**src/rtl/dcache_pkg.sv**
```systemverilog
// Shared widths and FSM encoding for the direct-mapped write-back data cache.
package dcache_pkg;

  localparam int TAG_W      = 23;
  localparam int IDX_W      = 4;
  localparam int WORD_SEL_W = 3;
  localparam int LINE_BITS  = 256;
  localparam int WORD_W     = 32;

  typedef enum logic [1:0] {
    IDLE      = 2'd0,
    WRITEBACK = 2'd1,
    ALLOCATE  = 2'd2,
    REFILLED  = 2'd3
  } state_e;

endpackage

```
**src/rtl/dcache_sram.sv**
```systemverilog
// Cache line store: valid/dirty/tag metadata plus line data, one write port
// (full-line refill or single-word store) and asynchronous read of one index.
module dcache_sram #(
  parameter int LINES     = 16,
  parameter int LINE_BITS = 256
) (
  input  logic                             clk,
  input  logic                             rst_n,
  input  logic                             line_we,
  input  logic                             word_we,
  input  logic [dcache_pkg::IDX_W-1:0]      idx,
  input  logic [dcache_pkg::TAG_W-1:0]      wr_tag,
  input  logic [dcache_pkg::WORD_SEL_W-1:0] word_sel,
  input  logic [31:0]                      word_data,
  input  logic [LINE_BITS-1:0]             line_data,
  output logic                             rd_valid,
  output logic                             rd_dirty,
  output logic [dcache_pkg::TAG_W-1:0]      rd_tag,
  output logic [LINE_BITS-1:0]             rd_line
);
  import dcache_pkg::*;

  logic [LINES-1:0]     valid_r;
  logic [LINES-1:0]     dirty_r;
  logic [TAG_W-1:0]     tag_r  [LINES];
  logic [LINE_BITS-1:0] data_r [LINES];

  // Valid/dirty bits: cleared by reset, set clean on refill, marked dirty on store.
  always_ff @(posedge clk or negedge rst_n) begin
    if (!rst_n) begin
      valid_r <= '0;
      dirty_r <= '0;
    end else if (line_we) begin
      valid_r[idx] <= 1'b1;
      dirty_r[idx] <= 1'b0;
    end else if (word_we) begin
      dirty_r[idx] <= 1'b1;
    end
  end

  // Tag array: contents are meaningless until valid, so no reset is needed.
  always_ff @(posedge clk) begin
    if (line_we) begin
      tag_r[idx] <= wr_tag;
    end
  end

  // Data array: whole-line refill takes priority over a single-word merge.
  always_ff @(posedge clk) begin
    if (line_we) begin
      data_r[idx] <= line_data;
    end else if (word_we) begin
      data_r[idx][{word_sel, 5'b00000} +: 32] <= word_data;
    end
  end

  assign rd_valid = valid_r[idx];
  assign rd_dirty = dirty_r[idx];
  assign rd_tag   = tag_r[idx];
  assign rd_line  = data_r[idx];

endmodule

```
**src/rtl/dcache_controller.sv**
```systemverilog
// Direct-mapped write-back, write-allocate L1 data cache controller: hit logic,
// miss FSM (writeback then refill) and registered off-chip request outputs.
module dcache_controller #(
  parameter int LINES     = 16,
  parameter int LINE_BITS = 256
) (
  input  logic                 clk_i,
  input  logic                 rst_i,
  input  logic [31:0]          cpu_addr_i,
  input  logic [31:0]          cpu_data_i,
  input  logic                 cpu_MemRead_i,
  input  logic                 cpu_MemWrite_i,
  output logic [31:0]          cpu_data_o,
  output logic                 cpu_stall_o,
  output logic                 mem_enable_o,
  output logic                 mem_write_o,
  output logic [31:0]          mem_addr_o,
  output logic [LINE_BITS-1:0] mem_data_o,
  input  logic [LINE_BITS-1:0] mem_data_i,
  input  logic                 mem_ack_i
);
  import dcache_pkg::*;

  state_e                state_r;
  state_e                state_nxt_s;
  logic                  mem_enable_r;
  logic                  mem_write_r;
  logic [31:0]           mem_addr_r;
  logic [LINE_BITS-1:0]  mem_data_r;

  logic [TAG_W-1:0]      tag_s;
  logic [IDX_W-1:0]      idx_s;
  logic [WORD_SEL_W-1:0] word_s;
  logic                  req_s;
  logic                  hit_s;
  logic                  miss_s;
  logic                  line_we_s;
  logic                  word_we_s;
  logic                  rd_valid_s;
  logic                  rd_dirty_s;
  logic [TAG_W-1:0]      rd_tag_s;
  logic [LINE_BITS-1:0]  rd_line_s;
  logic [1:0]            unused_offset_s;

  assign tag_s           = cpu_addr_i[31:9];
  assign idx_s           = cpu_addr_i[8:5];
  assign word_s          = cpu_addr_i[4:2];
  assign unused_offset_s = cpu_addr_i[1:0];

  assign req_s  = cpu_MemRead_i | cpu_MemWrite_i;
  assign hit_s  = req_s & rd_valid_s & (rd_tag_s == tag_s);
  assign miss_s = req_s & ~hit_s;

  // Refill writes the whole line on the ack; a store hit (including a
  // read+write request) merges one word while the FSM is idle.
  assign line_we_s = (state_r == ALLOCATE) & mem_ack_i;
  assign word_we_s = (state_r == IDLE) & hit_s & cpu_MemWrite_i;

  dcache_sram #(
    .LINES     (LINES),
    .LINE_BITS (LINE_BITS)
  ) u_sram (
    .clk       (clk_i),
    .rst_n     (rst_i),
    .line_we   (line_we_s),
    .word_we   (word_we_s),
    .idx       (idx_s),
    .wr_tag    (tag_s),
    .word_sel  (word_s),
    .word_data (cpu_data_i),
    .line_data (mem_data_i),
    .rd_valid  (rd_valid_s),
    .rd_dirty  (rd_dirty_s),
    .rd_tag    (rd_tag_s),
    .rd_line   (rd_line_s)
  );

  // Next-state logic of the miss sequencer.
  always_comb begin
    state_nxt_s = state_r;
    case (state_r)
      IDLE: begin
        if (miss_s) begin
          state_nxt_s = rd_dirty_s ? WRITEBACK : ALLOCATE;
        end else begin
          state_nxt_s = IDLE;
        end
      end
      WRITEBACK: begin
        if (mem_ack_i) begin
          state_nxt_s = ALLOCATE;
        end else begin
          state_nxt_s = WRITEBACK;
        end
      end
      ALLOCATE: begin
        if (mem_ack_i) begin
          state_nxt_s = REFILLED;
        end else begin
          state_nxt_s = ALLOCATE;
        end
      end
      REFILLED: state_nxt_s = IDLE;
      default:  state_nxt_s = IDLE;
    endcase
  end

  // State register.
  always_ff @(posedge clk_i or negedge rst_i) begin
    if (!rst_i) begin
      state_r <= IDLE;
    end else begin
      state_r <= state_nxt_s;
    end
  end

  // Memory request registers, loaded in the same edge as the state they belong to;
  // the writeback request carries the old tag and line of the victim.
  always_ff @(posedge clk_i or negedge rst_i) begin
    if (!rst_i) begin
      mem_enable_r <= 1'b0;
      mem_write_r  <= 1'b0;
      mem_addr_r   <= 32'd0;
      mem_data_r   <= '0;
    end else begin
      case (state_r)
        IDLE: begin
          if (miss_s) begin
            mem_enable_r <= 1'b1;
            if (rd_dirty_s) begin
              mem_write_r <= 1'b1;
              mem_addr_r  <= {rd_tag_s, idx_s, 5'b00000};
              mem_data_r  <= rd_line_s;
            end else begin
              mem_write_r <= 1'b0;
              mem_addr_r  <= {cpu_addr_i[31:5], 5'b00000};
            end
          end
        end
        WRITEBACK: begin
          if (mem_ack_i) begin
            mem_write_r <= 1'b0;
            mem_addr_r  <= {cpu_addr_i[31:5], 5'b00000};
          end
        end
        ALLOCATE: begin
          if (mem_ack_i) begin
            mem_enable_r <= 1'b0;
            mem_write_r  <= 1'b0;
          end
        end
        default: begin
          mem_enable_r <= mem_enable_r;
        end
      endcase
    end
  end

  assign mem_enable_o = mem_enable_r;
  assign mem_write_o  = mem_write_r;
  assign mem_addr_o   = mem_addr_r;
  assign mem_data_o   = mem_data_r;

  assign cpu_stall_o = ((state_r == IDLE) & miss_s) | (state_r != IDLE);
  assign cpu_data_o  = (hit_s & cpu_MemRead_i & ~cpu_MemWrite_i)
                       ? rd_line_s[{word_s, 5'b00000} +: 32] : 32'd0;

endmodule

```
**config.mk**
```make
export PLATFORM = sky130hd
export DESIGN_NAME = dcache_controller
export DESIGN_NICKNAME = d
export VERILOG_FILES = /design/src/rtl/dcache_pkg.sv /design/src/rtl/dcache_sram.sv /design/src/rtl/dcache_controller.sv
export SDC_FILE = /design/constraint.sdc
export NUM_CORES = 2
export LEC_CHECK = 0
export CAP_MARGIN = 30
export CORE_ASPECT_RATIO = 0.6
export CORE_MARGIN = 3
export CORE_UTILIZATION = 61
export DETAILED_ROUTE_END_ITERATION = 12
export PLACE_DENSITY_LB_ADDON = 0.3
export SLEW_MARGIN = 40
export SYNTH_ARGS = -nofsm -noshare
export SYNTH_HDL_FRONTEND = slang
export SYNTH_MEMORY_MAX_BITS = 65536
export SYNTH_SLANG_ARGS = --single-unit
```
**constraint.sdc**
```tcl
create_clock -name clk_i -period 6.5 [get_ports clk_i]
set_input_delay 0.975 -clock clk_i [delete_from_list [all_inputs] [get_ports clk_i]]
set_output_delay 0.975 -clock clk_i [all_outputs]
set_load 0.03 [all_outputs]
```
Word level (Yosys, flattened, before mapping)
Memory sizes are Yosys's and may differ from the RTL's.
Cells that the tools add are included.
Word-level totals
  register bits: 324
  bits in latches: 0
  RAM bits: 4464
  memory bits (read-only): 0
  input bits: 325
  output and inout port bits: 323
  logic and storage cells: 593
  memories: 2
Memory list
  u_sram.data_r: depth 16, width 256, rd ports 1, clocked after Yosys merged registers in 0, wr ports 1, line dcache_sram.sv:26  | logic [LINE_BITS-1:0] data_r [LINES];
  u_sram.tag_r: depth 16, width 23, rd ports 1, clocked after Yosys merged registers in 0, wr ports 1, line dcache_sram.sv:25  | logic [TAG_W-1:0] tag_r [LINES];
Cells by class
  add/sub/neg operators: 1
  multipliers: 0
  divide/modulo/power cells: 0
  magnitude comparators: 2
  equal/unequal tests: 8
  shift operators: 3
  multiplexer cells: 285
  bitwise logic cells: 273
  reductions and logical operators: 12
Operator list (count)
  2-to-1 mux 1 bit: 268
  bitwise OR 1 bit: 258
  2-to-1 mux 256 bit: 1
  variable shift 32 x 10 -> 256 bit (first input constant): 1
  indexed part select 256 x 9 -> 32 bit: 1
  indexed part select 32 x 10 -> 256 bit: 1
  2-to-1 mux 32 bit: 4
  case mux 32 bit (2 select lines): 1
  2-to-1 mux 16 bit: 2
  bitwise OR 16 bit: 2
  equality test 23 bit: 1
  bitwise AND 16 bit: 1
  inverter 16 bit: 1
  AND reduction 3 bit: 4
  negator 8 -> 10 bit: 1
  nonzero test 2 bit: 5
  bitwise AND 1 bit: 9
  binary-select mux 1 bit (select 4 bit): 2
  case mux 2 bit (4 select lines): 1
  2-to-1 mux 2 bit: 3
  inequality test 2 bit (second input constant): 3
  < comparator 4 x 5 -> 1 bit (second input constant): 1
  demux 1 bit (select 4 bit): 1
  equality test 2 bit (second input constant): 2
  8 further kinds: 10

Longest topological paths before layout
  word-level depth: 10
  depth in mapped cells: 17
  mapped depth without buffers: 9

Cells and area by module
From an unflattened synthesis, not the netlist that was laid out.
Second synthesis, totals
  cell total of the unflattened synthesis: 8283
  area total of the unflattened synthesis: 185273.9 um^2
Modules (own cells, without submodules)
  dcache_sram: times used 1, cells an instance 7439, area each 171752.2 um^2, seq. area each 134849.3 um^2
  dcache_controller: times used 1, cells an instance 844, area each 13521.7 um^2, seq. area each 7181.9 um^2

Worst setup path before layout
No wires, ideal clock.
  path type: input to register
  start: in cpu_addr_i[5]
  end: mem u_sram.data_r[10][0], enable pin
  setup time: 0.432 ns
  data arrival time: 5.641 ns
  required time: 6.068 ns
  setup slack: 0.427 ns
  stages: 16
  buffers on the path: 8
  path through: buf_6 > buf_6 > buf_6 > buf_4 > mux2_2 > a221oi_1 > nor2_1 > o31ai_1 > and4bb_2 > nand4_1 > buf_2 > or4_4 > buf_6 > buf_6 > buf_2 > a21oi_1
On the way
  longest elaborated chain between the ends: 10
  elaborated cells on any way between the ends: 12
  classes of those cells: eq/ne: 1; mux: 5; bitwise: 5; memory: 1
RTL lines
  start: declaration: line dcache_controller.sv:9  | input logic [31:0] cpu_addr_i,
  branches (longest 10 deep; another with memory (16 x 23 bit))
  end: declaration: line dcache_sram.sv:26
Parallel ways; which one is timed is not known. The select of a mux whose other input is x is not followed.

Worst setup path after layout
  start: in cpu_addr_i[8]
  end: out cpu_data_o[31]
On the way
  longest elaborated chain between the ends: 7
  elaborated cells on any way between the ends: 11
  classes of those cells: eq/ne: 1; shift: 1; mux: 3; bitwise: 4; memory: 2
RTL lines
  branches (longest 6 deep; another with memory (16 x 256 bit))
  2-to-1 mux 32 bit (*): line dcache_controller.sv:166  | ? rd_line_s[{word_s, 5'b00000} +: 32] : 32'd0;
  end: declaration: line dcache_controller.sv:13  | output logic [31:0] cpu_data_o,
Every way passes the cells marked *. The select of a mux whose other input is x is not followed.

==> results.json <==
{
  "timing.slew.headroom": 0.3420,
  "critPathMaxFanout": 32,
  "crit_path_frequent_cell": "sky130_fd_sc_hd__buf_4",
  "cts.path.max_buffers": 4,
  "post-cts-setup-buffers": 0,
  "number_of_buffers_created_by_cts": 413,
  "synth_enable_flop_cells": 4464,
  "run_status": "complete, no violations",
  "slew_violations": 0,
  "switching_share": 0.2389,
  "average_wire_per_cell_in_the_routed_design_um": 44.49,
  "timing.critical_path.required_ns": 5.52,
  "synth_top_area_share": 0.7146,
  "fillCellCount": 16349,
  "grt_start_max_net_pins": 131,
  "internal_dissipation_uw": 49500,
  "min_from": "cpu_addr_i[20]",
  "synthTopCellsByCount": "sky130_fd_sc_hd__edfxtp_1, sky130_fd_sc_hd__mux4_2, sky130_fd_sc_hd__mux2_2",
  "num_io_pins": 648,
  "initial_core_util": 0.6141,
  "placed_cells": 12886,
  "globalplace.congestion": 1.020,
  "timing.hold.worst_endpoint": "u_sram.tag_r[11][11]",
  "synth.top_cells.by_area": "sky130_fd_sc_hd__edfxtp_1, sky130_fd_sc_hd__mux4_2, sky130_fd_sc_hd__dfrtp_1",
  "io_buffer_count": 640,
  "cts_tree": "built",
  "finalHoldViolCount": 0,
  "rrSetupSlack_ns": 1.58,
  "seq_power_share": 0.532,
  "ant_nets": 0,
  "path_cells": "buf_4 > buf_4 > nor2b_1 > a22oi_1 > nand2_1 > xnor2_1 > nand2_1 > nor4_1 > and3_1 > nand3b_1 > buf_12 > a21oi_1 > buf_4",
  "p_clk_frac": 0.376,
  "timing.final.crit_share": 0.9877,
  "worstReg2RegEnd": "u_sram.data_r[9][206]",
  "clock_latency_ns": 1.00,
  "origin_of_the_critical_flop_to_flop_path": "u_sram.tag_r[4][2]",
  "total_die_area_um2": 314400,
  "syn-cell-area_um2": 187600,
  "coreArea_um2": 305500,
  "timing.critical_path.slowest_stage_cell": "sky130_fd_sc_hd__nor2b_1",
  "rr_worst_depth": 15,
  "startpoint_type": "primary input",
  "timing.critical_path.buf_inv": 4,
  "synth_seq_cells": 4783,
  "cts_root_buf": "sky130_fd_sc_hd__clkbuf_16",
  "hpwl_um": 379400,
  "slowest_delay_ns": 0.85,
  "grt_first_pass_wirelength_um": 830000,
  "max_capacitance_violation_count": 0,
  "holdCritPathClass": "in2reg",
  "htree_num_levels": 5,
  "finish.net_count": 9586,
  "syn-mean-instance-area_um2": 23.04,
  "synth_seq_area_share": 0.7572,
  "routed_via_density": 7.374,
  "clk_transition_reported_paths_ns": 0.07,
  "ys_types": 67,
  "fp.dieH_um": 435.5,
  "netlist.top_cell.by_area": "sky130_fd_sc_hd__edfxtp_1",
  "cts_num_sinks": 4783,
  "leakagePower_uw": 0.07097,
  "cts_hold_repair.buffers": 1,
  "criticalPathCategory": "in2out",
  "fmaxAchievable_mhz": 155.8,
  "worst_ir_drop_vdd_mv": 0.2359,
  "drc_errors": 0,
  "syn_inst": 8140,
  "antenna_violations_before_repair": 94,
  "post-route-min-period_ns": 6.420,
  "timing.clock.skew_ns": 0.08194,
  "ys_dominant_reg_cell": "sky130_fd_sc_hd__edfxtp_1",
  "cts-resized-gates": 0,
  "async_reset_ff_frac": 0.06669,
  "worst-slew-pin-transition_ns": 0.9850,
  "drt_first_iter_violations": 17824,
  "yosysMostFrequentCell": "sky130_fd_sc_hd__edfxtp_1",
  "critPathCaptureType": "output pin",
  "routed_vias": 101601,
  "power.combinational.fraction": 0.092,
  "worstHoldPathCells": 1,
  "power_density_nw_per_um2": 297.2,
  "yosys_warnings": 0,
  "cp.arrival_ns": 5.45,
  "post_route_cells_drive_above_1_share": 0.3407,
  "rows": 157,
  "drt_pass1_iterations": 6,
  "fp.dieW_um": 721.9,
  "grt_pass1_vias": 97969,
  "path_delay_family": "simple AND/OR/NAND/NOR gates",
  "area_growth_syn_to_layout_pct": 16.65,
  "routed_wirelength_um": 613000,
  "overflow": 0,
  "stdcell_count": 13778,
  "net-switching-power_uw": 15540,
  "grt_setup_unrepaired": "no",
  "global_route.usage.total": 0.3906,
  "finalSetupViolCount": 0,
  "fin_tns_setup_ns": 0
}
==> sequential cells by signal, summed over array words and instances, names as in the netlist, named ones only <==
signal,cells
mem_addr_o,27
u_sram.data_r,4096
u_sram.valid_r,16
state_r,2
mem_data_o,256
mem_enable_o,1
mem_write_o,1
u_sram.tag_r,368
==> per-layer routing <==
metal,part of all wire,GRT usage
met5,0.00087,0.001365
met4,0.074,0.2423
met3,0.16,0.1654
met2,0.44,0.5432
met1,0.32,0.5161
==> kinds of logic after synthesis <==
logic type / synth area share
XOR/XNOR: 0.0009805
adder cells (fa/ha/maj): 0.0005336
multiplexers: 0.2073
AND/OR/NAND/NOR: 0.01137
flip-flops: 0.7572
buffers and inverters: 0.01188
other: 0.00001999
AO/OA/AOI/OAI: 0.01073
==> stage by stage <==
stage / instance area, um2 / worst slack [ns] / power, uW / utilization / hold slack, ns
6_report: 218800 / 0.07967 / 65040 / 0.7163 / 0.4698
5_1_grt: 218600 / 0.1108 / 66170 / 0.7156 / 0.4659
4_1_cts: 218300 / 0.3768 / 64780 / 0.7147 / 0.4708
3_5_place_dp: 205400 / 0.3940 / 40940 / 0.6726 / 0.4554
3_3_place_gp: 205400 / 0.3934 / 40720 / 0.6723 / 0.4435
2_1_floorplan: 187600 / 0.4274 / 38020 / - / 0.4287
==> worst max path at each step <==
stage | start | slack (ns) | depth (start not counted) | end
floorplan | cpu_addr_i[5] | 0.43 | 16 | u_sram.data_r[10][0]
global placement | cpu_addr_i[5] | 0.39 | 9 | cpu_data_o[5]
detailed placement | cpu_addr_i[5] | 0.39 | 14 | cpu_data_o[31]
CTS | cpu_addr_i[5] | 0.38 | 14 | cpu_data_o[31]
global route | cpu_addr_i[5] | 0.11 | 14 | cpu_data_o[31]
finish | cpu_addr_i[8] | 0.08 | 13 | cpu_data_o[31]
==> power by group through the flow <==
stage	Sequential, uW	Clock, uW	Combinational (uW)
5_1_grt	34600	25500	6100
4_1_cts	34600	24400	5800
3_5_place_dp	35200	0	5720
6_report	34600	24400	6010
3_3_place_gp	35200	0	5560
2_1_floorplan	35300	0	2680
==> cell type report <==
| class | instances | area (um2) | area share |
|---|---|---|---|
| Antenna cell | 136 | 340.3 | 0.001555 |
| Clock buffer | 519 | 11010 | 0.05033 |
| Clock inverter | 231 | 1858 | 0.008491 |
| Inverter | 54 | 232.7 | 0.001064 |
| Multi-Input combinational cell | 2828 | 44830 | 0.2049 |
| Sequential cell | 4783 | 142000 | 0.6491 |
| Tap cell | 4054 | 5072 | 0.02318 |
| Timing Repair Buffer | 1173 | 13440 | 0.06140 |
==> worst reg2reg max path, delay by kind of cell, from the launching register on <==
family | cells | cell delay (ns)
buf+inv | 6 | 1.37
simple gates | 3 | 1.17
compound gates | 5 | 1.08
mux | 1 | 0.53
flops | 1 | 0.40
==> cells in the final DEF (no fill, tap or decap), types with 36 or more instances in the layout <==
cell                              instances
sky130_fd_sc_hd__clkinv_1                85
sky130_fd_sc_hd__a21oi_1                 57
sky130_fd_sc_hd__mux2i_1                107
sky130_fd_sc_hd__buf_12                 236
sky130_fd_sc_hd__clkbuf_16              421
sky130_fd_sc_hd__and2_1                  83
sky130_fd_sc_hd__clkdlybuf4s50_1        592
sky130_fd_sc_hd__nand2_1                166
sky130_fd_sc_hd__mux2_2                 509
sky130_fd_sc_hd__buf_4                  316
sky130_fd_sc_hd__diode_2                136
sky130_fd_sc_hd__mux4_2                1419
sky130_fd_sc_hd__a21oi_4                128
sky130_fd_sc_hd__clkinv_2                89
sky130_fd_sc_hd__clkbuf_1                87
sky130_fd_sc_hd__inv_1                   36
sky130_fd_sc_hd__nand3_1                 42
sky130_fd_sc_hd__edfxtp_1              4464
sky130_fd_sc_hd__dfrtp_1                319
No activity file was read; power rests on OpenSTA's default activity.
